`config.mk`:
```
export PLATFORM = sky130hd
export DESIGN_NAME = dac_adc_seq_ctrl
export DESIGN_NICKNAME = d
export VERILOG_FILES = /design/src/rtl/dac_adc_seq_ctrl.sv
export SDC_FILE = /design/constraint.sdc
export NUM_CORES = 1
export LEC_CHECK = 0
export BUFFER_PORTS_ARGS = -buffer_cell sky130_fd_sc_hd__clkbuf_2
export CAP_MARGIN = 20
export CORE_MARGIN = 2
export CORE_UTILIZATION = 58
export CTS_CLUSTER_DIAMETER = 40
export DETAILED_ROUTE_END_ITERATION = 8
export GPL_ROUTABILITY_DRIVEN = 0
export GPL_TIMING_DRIVEN = 0
export MAX_ROUTING_LAYER = met4
export PLACE_DENSITY = 0.8
export SLEW_MARGIN = 20
export SYNTH_ARGS = -nofsm -noshare
export SYNTH_HDL_FRONTEND = slang
export SYNTH_SLANG_ARGS = --single-unit
```
`constraint.sdc`:
```
create_clock -name CLOCK_50 -period 2.35 [get_ports CLOCK_50]
set_input_delay 0.235 -clock CLOCK_50 [delete_from_list [all_inputs] [get_ports CLOCK_50]]
set_output_delay 0.235 -clock CLOCK_50 [all_outputs]
set_load 0.02 [all_outputs]
```
`src/rtl/dac_adc_seq_ctrl.sv`:
```
// Debounced, release-triggered sequencer that launches DAC/ADC bursts one channel at a time.
// Optional per-launch handshake timeout is enabled by defining DAC_ADC_SEQ_TIMEOUT_EN.
module dac_adc_seq_ctrl #(
    parameter int unsigned NUM_CH          = 4,
    parameter int unsigned BURSTS          = 8,
    parameter int unsigned DEBOUNCE_CYCLES = 500000,
    parameter int unsigned GAP_CYCLES      = 16,
    parameter int unsigned TIMEOUT_CYCLES  = 1000000
) (
    input  logic                          CLOCK_50,
    input  logic                          reset_n,
    input  logic                          start,
    input  logic                          continuous,
    input  logic                          abort,
    input  logic [NUM_CH-1:0]             tx_done,
    input  logic [NUM_CH-1:0]             rx_done,
    output logic [NUM_CH-1:0]             begin_transmit,
    output logic [NUM_CH-1:0]             begin_receive,
    output logic                          busy,
    output logic                          run_done,
    output logic [$clog2(BURSTS+1)-1:0]   burst_idx,
    output logic [$clog2(NUM_CH+1)-1:0]   ch_idx,
    output logic                          timeout_err,
    output logic [$clog2(NUM_CH+1)-1:0]   err_ch
);
    localparam int unsigned BW = $clog2(BURSTS + 1);
    localparam int unsigned CW = $clog2(NUM_CH + 1);
    localparam int unsigned DW = $clog2(DEBOUNCE_CYCLES + 1);
    localparam int unsigned GW = $clog2(GAP_CYCLES + 2);

    if (NUM_CH == 0 || BURSTS == 0 || DEBOUNCE_CYCLES == 0 || TIMEOUT_CYCLES == 0)
    begin : g_param_check
        $error("dac_adc_seq_ctrl: NUM_CH, BURSTS, DEBOUNCE_CYCLES, TIMEOUT_CYCLES must be >= 1");
    end

    typedef enum logic [2:0] {StIdle, StArmed, StLaunch, StWait, StGap} state_e;

    state_e            state_q;
    logic              start_meta_q, start_sync_q;
    logic [DW-1:0]     db_cnt_q;
    logic [GW-1:0]     gap_cnt_q;
    logic              tx_flag_q, rx_flag_q, cont_q;
    logic [NUM_CH-1:0] ch_oh;
    logic              tx_hit, rx_hit, db_sat, ch_last, burst_last, timeout_hit;

    always_comb begin
        ch_oh      = NUM_CH'(1) << ch_idx;
        tx_hit     = |(tx_done & ch_oh);
        rx_hit     = |(rx_done & ch_oh);
        db_sat     = (db_cnt_q == DW'(DEBOUNCE_CYCLES));
        ch_last    = (ch_idx == CW'(NUM_CH - 1));
        burst_last = (burst_idx == BW'(BURSTS - 1));
    end

    always_ff @(posedge CLOCK_50 or negedge reset_n) begin
        if (!reset_n) begin
            start_meta_q <= 1'b0;
            start_sync_q <= 1'b0;
        end else begin
            start_meta_q <= start;
            start_sync_q <= start_meta_q;
        end
    end

    always_ff @(posedge CLOCK_50 or negedge reset_n) begin
        if (!reset_n) begin
            state_q        <= StIdle;
            db_cnt_q       <= '0;
            gap_cnt_q      <= '0;
            tx_flag_q      <= 1'b0;
            rx_flag_q      <= 1'b0;
            cont_q         <= 1'b0;
            begin_transmit <= '0;
            begin_receive  <= '0;
            busy           <= 1'b0;
            run_done       <= 1'b0;
            burst_idx      <= '0;
            ch_idx         <= '0;
        end else begin
            begin_transmit <= '0;
            begin_receive  <= '0;
            run_done       <= 1'b0;
            if (abort) begin
                state_q   <= StIdle;
                db_cnt_q  <= '0;
                gap_cnt_q <= '0;
                tx_flag_q <= 1'b0;
                rx_flag_q <= 1'b0;
                busy      <= 1'b0;
                burst_idx <= '0;
                ch_idx    <= '0;
            end else begin
                unique case (state_q)
                    StIdle: begin
                        db_cnt_q <= start_sync_q ? DW'(1) : '0;
                        if (start_sync_q) state_q <= StArmed;
                    end
                    StArmed: begin
                        if (start_sync_q) begin
                            if (!db_sat) db_cnt_q <= db_cnt_q + 1'b1;
                        end else begin
                            // Launch fires on release, only after a fully debounced press.
                            db_cnt_q <= '0;
                            if (db_sat) begin
                                state_q        <= StLaunch;
                                begin_transmit <= ch_oh;
                                begin_receive  <= ch_oh;
                                busy           <= 1'b1;
                            end else begin
                                state_q <= StIdle;
                            end
                        end
                    end
                    StLaunch: begin
                        tx_flag_q <= 1'b0;
                        rx_flag_q <= 1'b0;
                        if (ch_idx == '0 && burst_idx == '0) cont_q <= continuous;
                        state_q <= StWait;
                    end
                    StWait: begin
                        if ((tx_flag_q && rx_flag_q) || timeout_hit) begin
                            state_q   <= StGap;
                            gap_cnt_q <= '0;
                        end else begin
                            tx_flag_q <= tx_flag_q | tx_hit;
                            rx_flag_q <= rx_flag_q | rx_hit;
                        end
                    end
                    StGap: begin
                        if (gap_cnt_q != GW'(GAP_CYCLES)) begin
                            gap_cnt_q <= gap_cnt_q + 1'b1;
                        end else if (!ch_last) begin
                            ch_idx         <= ch_idx + 1'b1;
                            begin_transmit <= ch_oh << 1;
                            begin_receive  <= ch_oh << 1;
                            state_q        <= StLaunch;
                        end else begin
                            ch_idx <= '0;
                            if (!burst_last || cont_q) begin
                                burst_idx      <= burst_last ? '0 : burst_idx + 1'b1;
                                begin_transmit <= NUM_CH'(1);
                                begin_receive  <= NUM_CH'(1);
                                state_q        <= StLaunch;
                            end else begin
                                burst_idx <= '0;
                                run_done  <= 1'b1;
                                busy      <= 1'b0;
                                state_q   <= StIdle;
                            end
                        end
                    end
                    default: state_q <= StIdle;
                endcase
            end
        end
    end

`ifdef DAC_ADC_SEQ_TIMEOUT_EN
    localparam int unsigned TW = $clog2(TIMEOUT_CYCLES + 1);

    logic [TW-1:0] to_cnt_q;

    assign timeout_hit = (state_q == StWait) && !(tx_flag_q && rx_flag_q) &&
                         (to_cnt_q == TW'(TIMEOUT_CYCLES - 1));

    always_ff @(posedge CLOCK_50 or negedge reset_n) begin
        if (!reset_n) begin
            to_cnt_q    <= '0;
            timeout_err <= 1'b0;
            err_ch      <= '0;
        end else if (abort) begin
            to_cnt_q <= '0;
        end else if (state_q == StLaunch) begin
            to_cnt_q <= '0;
            if (ch_idx == '0 && burst_idx == '0) begin
                timeout_err <= 1'b0;
                err_ch      <= '0;
            end
        end else if (state_q == StWait) begin
            to_cnt_q <= to_cnt_q + 1'b1;
            if (timeout_hit) begin
                timeout_err <= 1'b1;
                if (!timeout_err) err_ch <= ch_idx;
            end
        end
    end
`else
    assign timeout_hit = 1'b0;
    assign timeout_err = 1'b0;
    assign err_ch      = '0;
`endif

endmodule

```
==> results of run 1 <==
==> area by class of cell <==
cell class	instances	share of cell area
sequential	45	0.374
clock inverter	2	0.00333
inverter	16	0.0200
tap	52	0.0216
buffer	19	0.0345
clock buffer	6	0.0241
timing repair buffer	30	0.0524
multi-input combinational	211	0.470
==> power by group <==
| group | internal (mW) | switching, mW |
|---|---|---|
| Clock | 0.207 | 0.260 |
| Combinational | 0.0257 | 0.0481 |
| Sequential | 0.778 | 0.00380 |
==> state kept, by name (all words and copies together), names as in the netlist, 3 cells and up <==
signal and cells:
ch_idx 3, burst_idx 4, gap_cnt_q 5, begin_receive 4, db_cnt_q 19, state_q 3
==> final timing paths <==
check                                             end  depth (start not counted)
hold / removal                 start_meta_q$_DFF_PN0_                          1
setup reg to reg              db_cnt_q[0]$_DFFE_PN0P_                          7
max in group asynchronous      start_meta_q$_DFF_PN0_                          2
min in group asynchronous  begin_receive[2]$_DFF_PN0_                          2
hold reg to reg                start_sync_q$_DFF_PN0_                          0
setup / recovery              db_cnt_q[0]$_DFFE_PN0P_                          7
==> metal layers <==
layer  part of all wire  vias to the layer above  GRT usage
met2               0.44                       88      0.364
met1               0.48                     1112      0.367
li1                   -                     1132          -
met4             0.0064                        0     0.0629
met3              0.070                        6     0.0417
met5                  0                        -          -
==> synth_stat cells, drive strengths merged (2+ instances only) <==
library cell / n
xnor2: 2
buf: 10
a22o: 3
mux2i: 3
nand2: 21
nor2: 17
o21ai: 9
and3: 4
nor4b: 3
clkbuf: 9
a211oi: 2
a22oi: 4
nor3: 5
nor4: 4
nor4bb: 2
nand3: 19
a21o: 2
or4: 7
nand2b: 5
xor2: 11
a21oi: 21
or2: 2
a2111o: 2
inv: 16
ha: 10
dfrtp: 45
or3: 6
nor2b: 2
and4: 3
o31ai: 5
nand4: 10
and4bb: 2
==> worst register-to-register path, cell delays in order, from the launching register on <==
cell       delay, ps
dfrtp_1          430
inv_1             90
ha_1             190
nor4bb_1         300
and3_1           200
clkbuf_1         230
a21oi_1          100
a2111oi_0        430
==> what timing repair did <==
action                     in CTS  in global routing
hold endpoints to repair        0                 45
setup endpoints to repair       0                  2
hold buffers                    0                  1
resized for setup               0                  2
==> cell families (layout without fill, tap and decap cells) <==
logic type	count (synthesis)	count (layout)	share of synthesized area
AND/OR/NAND/NOR	119	119	0.261
XOR/XNOR	13	13	0.0424
other	1	4	0.00140
AO/OA/AOI/OAI	61	61	0.153
multiplexers	4	4	0.0154
adder cells (fa/ha/maj)	10	10	0.0466
flip-flops	45	45	0.419
buffers and inverters	35	73	0.0610
==> impl_metrics.csv, run 1 <==
group,metric,value,unit
status,outcome,"finished, final reports clean",
pwr,power_density,440,nW/um^2
sta,post-route-worst-setup-slack,253,ps
final_layout,fin_nets,351,
critical_path,cp_slowest_cell,"dfrtp_1",
sta,setup_viol,0,
clock_network,post_cts_buffers,0,
clock_network,cts_buffers,5,
detailed_routing,num_vias,2338,
synth,synth-seq-area-share,0.419,
sta,fin_tns_setup,0,ps
global_route,grt_overflow,0,
final_layout,multi_input_area,1410,um^2
critical_path,cp_top_family,"compound AO/OA/AOI/OAI gates",
global_route,grt_antenna_before_repair,0,
synth,synthArstFlopShare,1.00,
die,io_pins,34,
synth,netlist_top_cells_area,"dfrtp_1 (42%), ha_1 (4.7%), a21oi_1 (3.9%)",
synth,syn_avg_cell_area,9.33,um^2
synth,ys.warnings.count,0,
die,die_height,72.1,um
clock_network,cts-root-buf,"clkbuf_8",
job,max_cap_violations,0,
critical_path,critical_path.startpoint,"db_cnt_q[0]$_DFFE_PN0P_",
critical_path,path_buf_inv,2,
pwr,p_total,1.32,mW
critical_path,crit_required,2500,ps
sta,fin_skew,12.8,ps
worst_hold_path,hp-class,"in2reg",
clock_network,insertion_delay,300,ps
critical_path,rrSetupSlack,250,ps
critical_path,r2r_start,"db_cnt_q[0]$_DFFE_PN0P_",
global_route,grt_pass1_vias,2143,
clock_network,numClockSinks,45,
synth,synth_cells,288,
synth,synth_edf_count,0,
clock_network,clk_pin_slew,80,ps
critical_path,crit_fanout,6,
sta,worst_pin_slew,685,ps
die,core-area,4410,um^2
die,die_area,5190,um^2
placement,portBuffers,29,
critical_path,crit_chain,"inv_1, ha_1, nor4bb_1, and3_1, clkbuf_1, a21oi_1, a2111oi_0",
placement,dp_cells,372,
sta,hold_ws,50.2,ps
global_route,grt_usage,0.250,
sta,grt_setup_unrepaired,"no",
detailed_routing,wl,5940,um
clock_network,tritoncts,"built",
sta,period_minus_slack,2100,ps
final_layout,drive_gt1_frac,0.182,
final_layout,diodes,0,
global_route,grt_pass1_wl,9990,um
worst_hold_path,hp-start,"start",
synth,netlist_area,2690,um^2
detailed_routing,dr.pass1.iters,5,
detailed_routing,wire_per_inst,15.6,um
synth,yosysTopAreaCellShare,0.419,
detailed_routing,drc_errors,0,
synth,synth_top_cell_by_area,"dfrtp_1",
sta,relSlewSlack,0.537,
placement,pre_cts_ws,167,ps
sta,finalCritPeriodShare,0.893,
detailed_routing,via_per_inst,6.14,
clock_network,clock_path_buffers,2,
final_layout,final_cell_mix,"dfrtp_1 (45), clkbuf_2 (28), nand2_1 (21), a21oi_1 (21), nand3_1 (19)",
final_layout,fin_util,0.681,
final_layout,finalInstanceArea,3010,um^2
pwr,peakVddDrop,0.427,mV
critical_path,cp.arrival,2250,ps
synth,ys_ff_latch,45,
final_layout,n_fill_cell,358,
die,die_x,72.1,um
critical_path,path_class,"reg2reg",
detailed_routing,drtAntennaViolNets,0,
die,start_util,0.609,
sta,fmax,0.477,GHz
placement,place_area,2910,um^2
critical_path,worstSetupEndpointType,"flip-flop",
pwr,p_leak,1.30,nW
sta,hold_violations,0,
final_layout,instances_no_fill,381,
final_layout,final_common_cell,"dfrtp_1",
clock_network,cts_max_level,2,
synth,ys_types,61,
synth,yosys_most_used_dff,"dfrtp_1",
detailed_routing,drtIter0Drc,230,
die,rows,24,
placement,hpwl,4280,um
critical_path,max_stage_delay,430,ps
global_route,grt_max_degree,46,
final_layout,seqCellArea,1130,um^2
sta,slew_viol_final,0,
final_layout,syn2layout_area_growth,12.0,%
critical_path,crit_path_start_kind,"flip-flop",
No activity file was read; power rests on OpenSTA's default activity.
==> run 2, diff against run 1 <==
--- a/config.mk
+++ b/config.mk
@@ -7,7 +7,6 @@
 export LEC_CHECK = 0
 export BUFFER_PORTS_ARGS = -buffer_cell sky130_fd_sc_hd__clkbuf_2
 export CAP_MARGIN = 20
-export CORE_MARGIN = 2
 export CORE_UTILIZATION = 58
 export CTS_CLUSTER_DIAMETER = 40
 export DETAILED_ROUTE_END_ITERATION = 8
==> constraint.sdc (replaced) <==
create_clock -name CLOCK_50 -period 2.16 [get_ports CLOCK_50]
set_input_delay 0.216 -clock CLOCK_50 [delete_from_list [all_inputs] [get_ports CLOCK_50]]
set_output_delay 0.216 -clock CLOCK_50 [all_outputs]
set_load 0.02 [all_outputs]
==> run 2 against run 1 <==
- design area rose by 1.3%
- critical endpoint is now begin_receive[1]$_DFF_PN0_
- setup slack worse by 110 ps
- wire length hardly changed
- power up 14%
- non-clock buffer count shrank 1
- register-to-register slack got worse by 110 ps
- clock power is 22% higher
- highest routed layer unchanged
==> impl_metrics.csv, run 2 (synthesized netlist as in run 1, its figures left out) <==
group,metric,value,unit
critical_path,crit_chain,"or4b_1, or4_4, nor4_4, a22o_2",
placement,hpwl,4360,um
die,io_pins,34,
pwr,p_total,1.50,mW
sta,finalCritPeriodShare,0.933,
critical_path,worstSetupEndpointType,"flip-flop",
global_route,gr-usage-met3,0.0447,
clock_network,cts_buffers,5,
sta,period_minus_slack,2020,ps
global_route,use_met1,0.394,
placement,portBuffers,29,
global_route,grt_pass1_wl,10500,um
die,die_x,70.1,um
clock_network,numClockSinks,45,
sta,fin_skew,7.04,ps
global_route,grt-busiest-layer,"met1",
global_route,grt_overflow,0,
sta,fin_tns_setup,0,ps
critical_path,cp.arrival,2260,ps
clock_network,clock_path_buffers,2,
clock_network,insertion_delay,300,ps
detailed_routing,dr.pass1.iters,4,
sta,worst_pin_slew,647,ps
worst_hold_path,hp-class,"in2reg",
detailed_routing,drc_errors,0,
die,start_util,0.609,
sta,relSlewSlack,0.562,
pwr,power_density,493,nW/um^2
final_layout,final_common_cell,"dfrtp_1",
final_layout,largest_reg_flops,19,
die,rows,24,
final_layout,drive_gt1_frac,0.204,
final_layout,fin_util,0.690,
critical_path,max_stage_delay,560,ps
detailed_routing,wire_per_inst,15.6,um
final_layout,final_cell_mix,"dfrtp_1 (45), clkbuf_2 (30), nand2_1 (21), a21oi_1 (21), nand3_1 (19)",
die,die_height,70.1,um
critical_path,cp_slowest_cell,"or4b_1",
global_route,grt_antenna_before_repair,0,
detailed_routing,num_vias,2317,
detailed_routing,drtAntennaViolNets,0,
final_layout,largest_register,"db_cnt_q",
critical_path,cp_top_family,"simple AND/OR/NAND/NOR gates",
job,max_cap_violations,0,
clock_network,clk_pin_slew,80,ps
global_route,grt_pass1_vias,2242,
final_layout,top_regs,"db_cnt_q (19), gap_cnt_q (5)",
sta,slew_viol_final,0,
critical_path,crit_path_start_kind,"flip-flop",
final_layout,syn2layout_area_growth,13.5,%
clock_network,cts_max_level,2,
die,die_area,4910,um^2
sta,hold_violations,0,
final_layout,fin_nets,350,
sta,setup_viol,0,
global_route,grt_usage,0.274,
clock_network,tritoncts,"built",
status,outcome,"finished, final reports clean",
detailed_routing,via_per_inst,6.10,
global_route,use_met2,0.391,
die,core-area,4410,um^2
detailed_routing,drtIter0Drc,215,
sta,fmax,0.496,GHz
pwr,peakVddDrop,0.371,mV
critical_path,path_buf_inv,0,
critical_path,crit_required,2410,ps
critical_path,crit_fanout,6,
pwr,p_leak,1.31,nW
critical_path,path_class,"reg2reg",
detailed_routing,wl,5940,um
global_route,grt_max_degree,46,
sta,grt_setup_unrepaired,"no",
final_layout,diodes,0,
clock_network,cts-root-buf,"clkbuf_8",
run 2: repair_timing:
| action | in CTS | in global routing |
|---|---|---|
| hold endpoints to repair | 0 | 45 |
| setup buffers | 0 | 0 |
| hold buffers | 0 | 1 |
| endpoints found under the setup margin | 1 | 17 |
| gates resized for setup | 1 | 11 |
run 2: worst paths after layout:
kind	from	endpoint	slack, ps	cells after the start
worst max-delay path	db_cnt_q[7]$_DFFE_PN0P_	begin_receive[1]$_DFF_PN0_	140	4
worst min-delay path	start	start_meta_q$_DFF_PN0_	20	1
worst max register to register	db_cnt_q[7]$_DFFE_PN0P_	begin_receive[1]$_DFF_PN0_	140	4
worst min register to register	start_meta_q$_DFF_PN0_	start_sync_q$_DFF_PN0_	360	0
max in group asynchronous	reset_n	db_cnt_q[6]$_DFFE_PN0P_	1330	2
min in group asynchronous	reset_n	ch_idx[0]$_DFFE_PN0P_	450	2
run 2: stage by stage:
step	cell area, um^2	worst slack (ps)	cells	hold slack [ps]
2_1_floorplan	2700	193	291	-79.6
3_3_place_gp	2910	-6.93	372	324
3_5_place_dp	2910	-80.9	372	326
4_1_cts	3010	50.1	380	12.1
5_1_grt	3050	20.4	380	11.1
6_report	3050	144	380	18.7
run 2: power by group:
part	switching [mW]	internal (mW)	total [mW]	leakage [nW]
clock	0.281	0.289	0.570	0.0542
combinational	0.0523	0.0284	0.0807	0.630
sequential	0.00442	0.846	0.850	0.622
total	0.338	1.16	1.50	1.31
run 2: final cells by class:
| class | count | area, um^2 |
|---|---|---|
| buffer | 18 | 103 |
| clock buffer | 7 | 96.3 |
| clock inverter | 1 | 5.00 |
| fill | 361 | 1370 |
| inverter | 16 | 60.1 |
| multi-input combinational | 211 | 1440 |
| sequential | 45 | 1130 |
| tap | 52 | 65.1 |
| timing repair buffer | 30 | 158 |
run 2: routing by layer:
layer,share of wire,vias to the layer above
li1,-,1121
met1,0.48,1098
met2,0.44,85
met3,0.054,13
met4,0.020,0
met5,0,-
==> run 3, diff against run 2 <==
--- a/config.mk
+++ b/config.mk
@@ -5,9 +5,10 @@
 export SDC_FILE = /design/constraint.sdc
 export NUM_CORES = 1
 export LEC_CHECK = 0
+export ABC_AREA = 1
 export BUFFER_PORTS_ARGS = -buffer_cell sky130_fd_sc_hd__clkbuf_2
 export CAP_MARGIN = 20
-export CORE_UTILIZATION = 58
+export CORE_UTILIZATION = 59
 export CTS_CLUSTER_DIAMETER = 40
 export DETAILED_ROUTE_END_ITERATION = 8
 export GPL_ROUTABILITY_DRIVEN = 0
==> run 3 against run 2 <==
- combinational power up 110%
- sequential power up 3.1%
- register-to-register slack better by 200 ps
- power up 7.5%
- area after synthesis up 10%
- critical endpoint is now db_cnt_q[13]$_DFFE_PN0P_
- largest power group unchanged
- highest routed layer unchanged
==> impl_metrics.csv, run 3 <==
group,metric,value,unit
job,max_cap_violations,0,
final_layout,largest_register,"db_cnt_q",
pwr,p_int,1.20,mW
critical_path,crit_required,2340,ps
placement,hpwl,4980,um
sta,relSlewSlack,0.596,
clock_network,cts_buffers,5,
sta,fmax,0.551,GHz
final_layout,largest_reg_flops,19,
sta,hold_ws,30.3,ps
detailed_routing,drtIter0Drc,198,
clock_network,clock_path_buffers,2,
global_route,grt_overflow,0,
synth,yosys_most_used_dff,"dfrtp_1",
sta,fin_skew,10.9,ps
detailed_routing,wire_per_inst,12.7,um
global_route,grt_usage,0.274,
detailed_routing,drtAntennaViolNets,0,
synth,yosysTopAreaCellShare,0.380,
final_layout,final_common_cell,"nand2_1",
critical_path,cp.arrival,2000,ps
detailed_routing,wl,6550,um
global_route,grt_max_degree,46,
sta,grt_setup_unrepaired,"no",
synth,synthArstFlopShare,1.00,
synth,syn_avg_cell_area,7.27,um^2
final_layout,syn2layout_area_growth,11.9,%
clock_network,cts_max_level,2,
synth,ys_types,35,
final_layout,drive_gt1_frac,0.198,
detailed_routing,via_per_inst,5.31,
clock_network,numClockSinks,45,
final_layout,final_cell_mix,"nand2_1 (91), nor2_1 (51), inv_1 (50)",
detailed_routing,dr.pass1.iters,5,
sta,finalCritPeriodShare,0.840,
final_layout,n_fill_cell,390,
pwr,p_switching,0.417,mW
status,outcome,"finished, final reports clean",
die,io_pins,34,
pwr,p_leak,1.58,nW
die,core-area,4790,um^2
sta,slew_viol_final,0,
final_layout,diodes,0,
synth,yosys-top-cells-count,"nand2_1 (91), nor2_1 (51), inv_1 (50)",
pwr,power_frac_clock,0.355,
die,start_util,0.620,
die,die_height,72.9,um
global_route,grt_pass1_vias,2399,
clock_network,clk_pin_slew,90,ps
placement,pre_cts_ws,394,ps
die,rows,25,
final_layout,multi_input_area,1530,um^2
sta,period_minus_slack,1810,ps
pwr,peakVddDrop,0.519,mV
synth,synth-seq-area-share,0.380,
critical_path,worstSetupEndpointType,"flip-flop",
detailed_routing,num_vias,2741,
pwr,comb_power_share,0.103,
sta,post-route-worst-setup-slack,347,ps
global_route,grt_pass1_wl,10900,um
synth,synth_top_cell_by_area,"dfrtp_1",
placement,portBuffers,29,
die,die_area,5320,um^2
worst_hold_path,hp-class,"in2reg",
pwr,p_seq_frac,0.542,
clock_network,tritoncts,"built",
pwr,power_density,486,nW/um^2
synth,synth_cells,408,
clock_network,insertion_delay,300,ps
final_layout,fin_nets,471,
sta,setup_viol,0,
sta,hold_violations,0,
synth,synth_edf_count,0,
final_layout,seqCellArea,1130,um^2
detailed_routing,drc_errors,0,
die,die_x,72.9,um
synth,netlist_area,2970,um^2
critical_path,path_class,"reg2reg",
critical_path,crit_fanout,10,
sta,fin_tns_setup,0,ps
clock_network,cts_resized,0,
synth,ys_ff_latch,45,
synth,synth_most_common_cell,"nand2_1",
final_layout,top_regs,"db_cnt_q (19), gap_cnt_q (5)",
synth,ys.warnings.count,0,
critical_path,crit_path_start_kind,"flip-flop",
sta,worst_pin_slew,605,ps
synth,netlist_top_cells_area,"dfrtp_1 (38%), nand2_1 (12%), nor2_1 (6.5%)",
global_route,grt_antenna_before_repair,0,
pwr,swShare,0.258,
clock_network,cts-root-buf,"clkbuf_8",
==> run 3: worst max-delay path, cell delays in order (launching register included) <==
cell,delay [ps]
dfrtp_1,420
inv_1,140
ha_1,200
inv_1,50
nor2_1,80
nand3_1,80
nor2_2,110
nand3_2,120
nand2_2,130
buf_6,160
o21bai_1,80
nand2_1,70
nor2_1,40
==> run 3: per-layer routing <==
metal | part of all wire | GRT usage
met5 | 0 | -
met4 | 0.0090 | 0.0763
met3 | 0.057 | 0.0345
met2 | 0.46 | 0.420
met1 | 0.47 | 0.385
==> run 3: kinds of logic after synthesis <==
group | after synthesis | share of synthesized area
compound gates | 49 | 0.0903
xor+xnor | 4 | 0.0118
fa+ha+maj | 10 | 0.0422
buf+inv | 71 | 0.109
flops | 45 | 0.380
other cells | 1 | 0.00126
simple gates | 228 | 0.366
==> run 3: cell type report <==
type / instances / area share
Clock inverter: 1 / 0.00151
Timing Repair Buffer: 30 / 0.0475
Clock buffer: 7 / 0.0290
Buffer: 13 / 0.0313
Sequential cell: 45 / 0.339
Multi-Input combinational cell: 295 / 0.460
Inverter: 58 / 0.0663
Tap cell: 67 / 0.0252
==> run 3: metrics by stage <==
stage                util  std cells  instance area (um^2)  power (mW)
floorplan               -        411                  2980       0.998
global placement    0.670        507                  3210        1.05
CTS                 0.694        516                  3320        1.62
finish              0.694        516                  3320        1.61
detailed placement  0.671        507                  3210        1.06
global route        0.694        516                  3320        1.68
==> run 3: power by group through the flow <==
stage / Clock, mW / Sequential [mW] / Combinational, mW
6_report: 0.573 / 0.876 / 0.166
5_1_grt: 0.613 / 0.878 / 0.188
4_1_cts: 0.581 / 0.876 / 0.166
3_5_place_dp: 0 / 0.892 / 0.164
3_3_place_gp: 0 / 0.891 / 0.162
2_1_floorplan: 0 / 0.888 / 0.110
==> run 3: repair_timing <==
item	CTS	global route
hold endpoints to repair	45	0
buffers inserted	0	0
hold buffers	1	0
==> run 3: worst paths after layout <==
check	start	end	slack (ps)	cells past startpoint
worst max-delay path	db_cnt_q[0]$_DFFE_PN0P_	db_cnt_q[13]$_DFFE_PN0P_	350	12
worst min register to register	start_meta_q$_DFF_PN0_	start_sync_q$_DFF_PN0_	360	0
worst min-delay path	start	start_meta_q$_DFF_PN0_	30	1
worst max register to register	db_cnt_q[0]$_DFFE_PN0P_	db_cnt_q[13]$_DFFE_PN0P_	350	12
max in group asynchronous	reset_n	db_cnt_q[16]$_DFFE_PN0P_	1260	2
min in group asynchronous	reset_n	db_cnt_q[0]$_DFFE_PN0P_	490	2
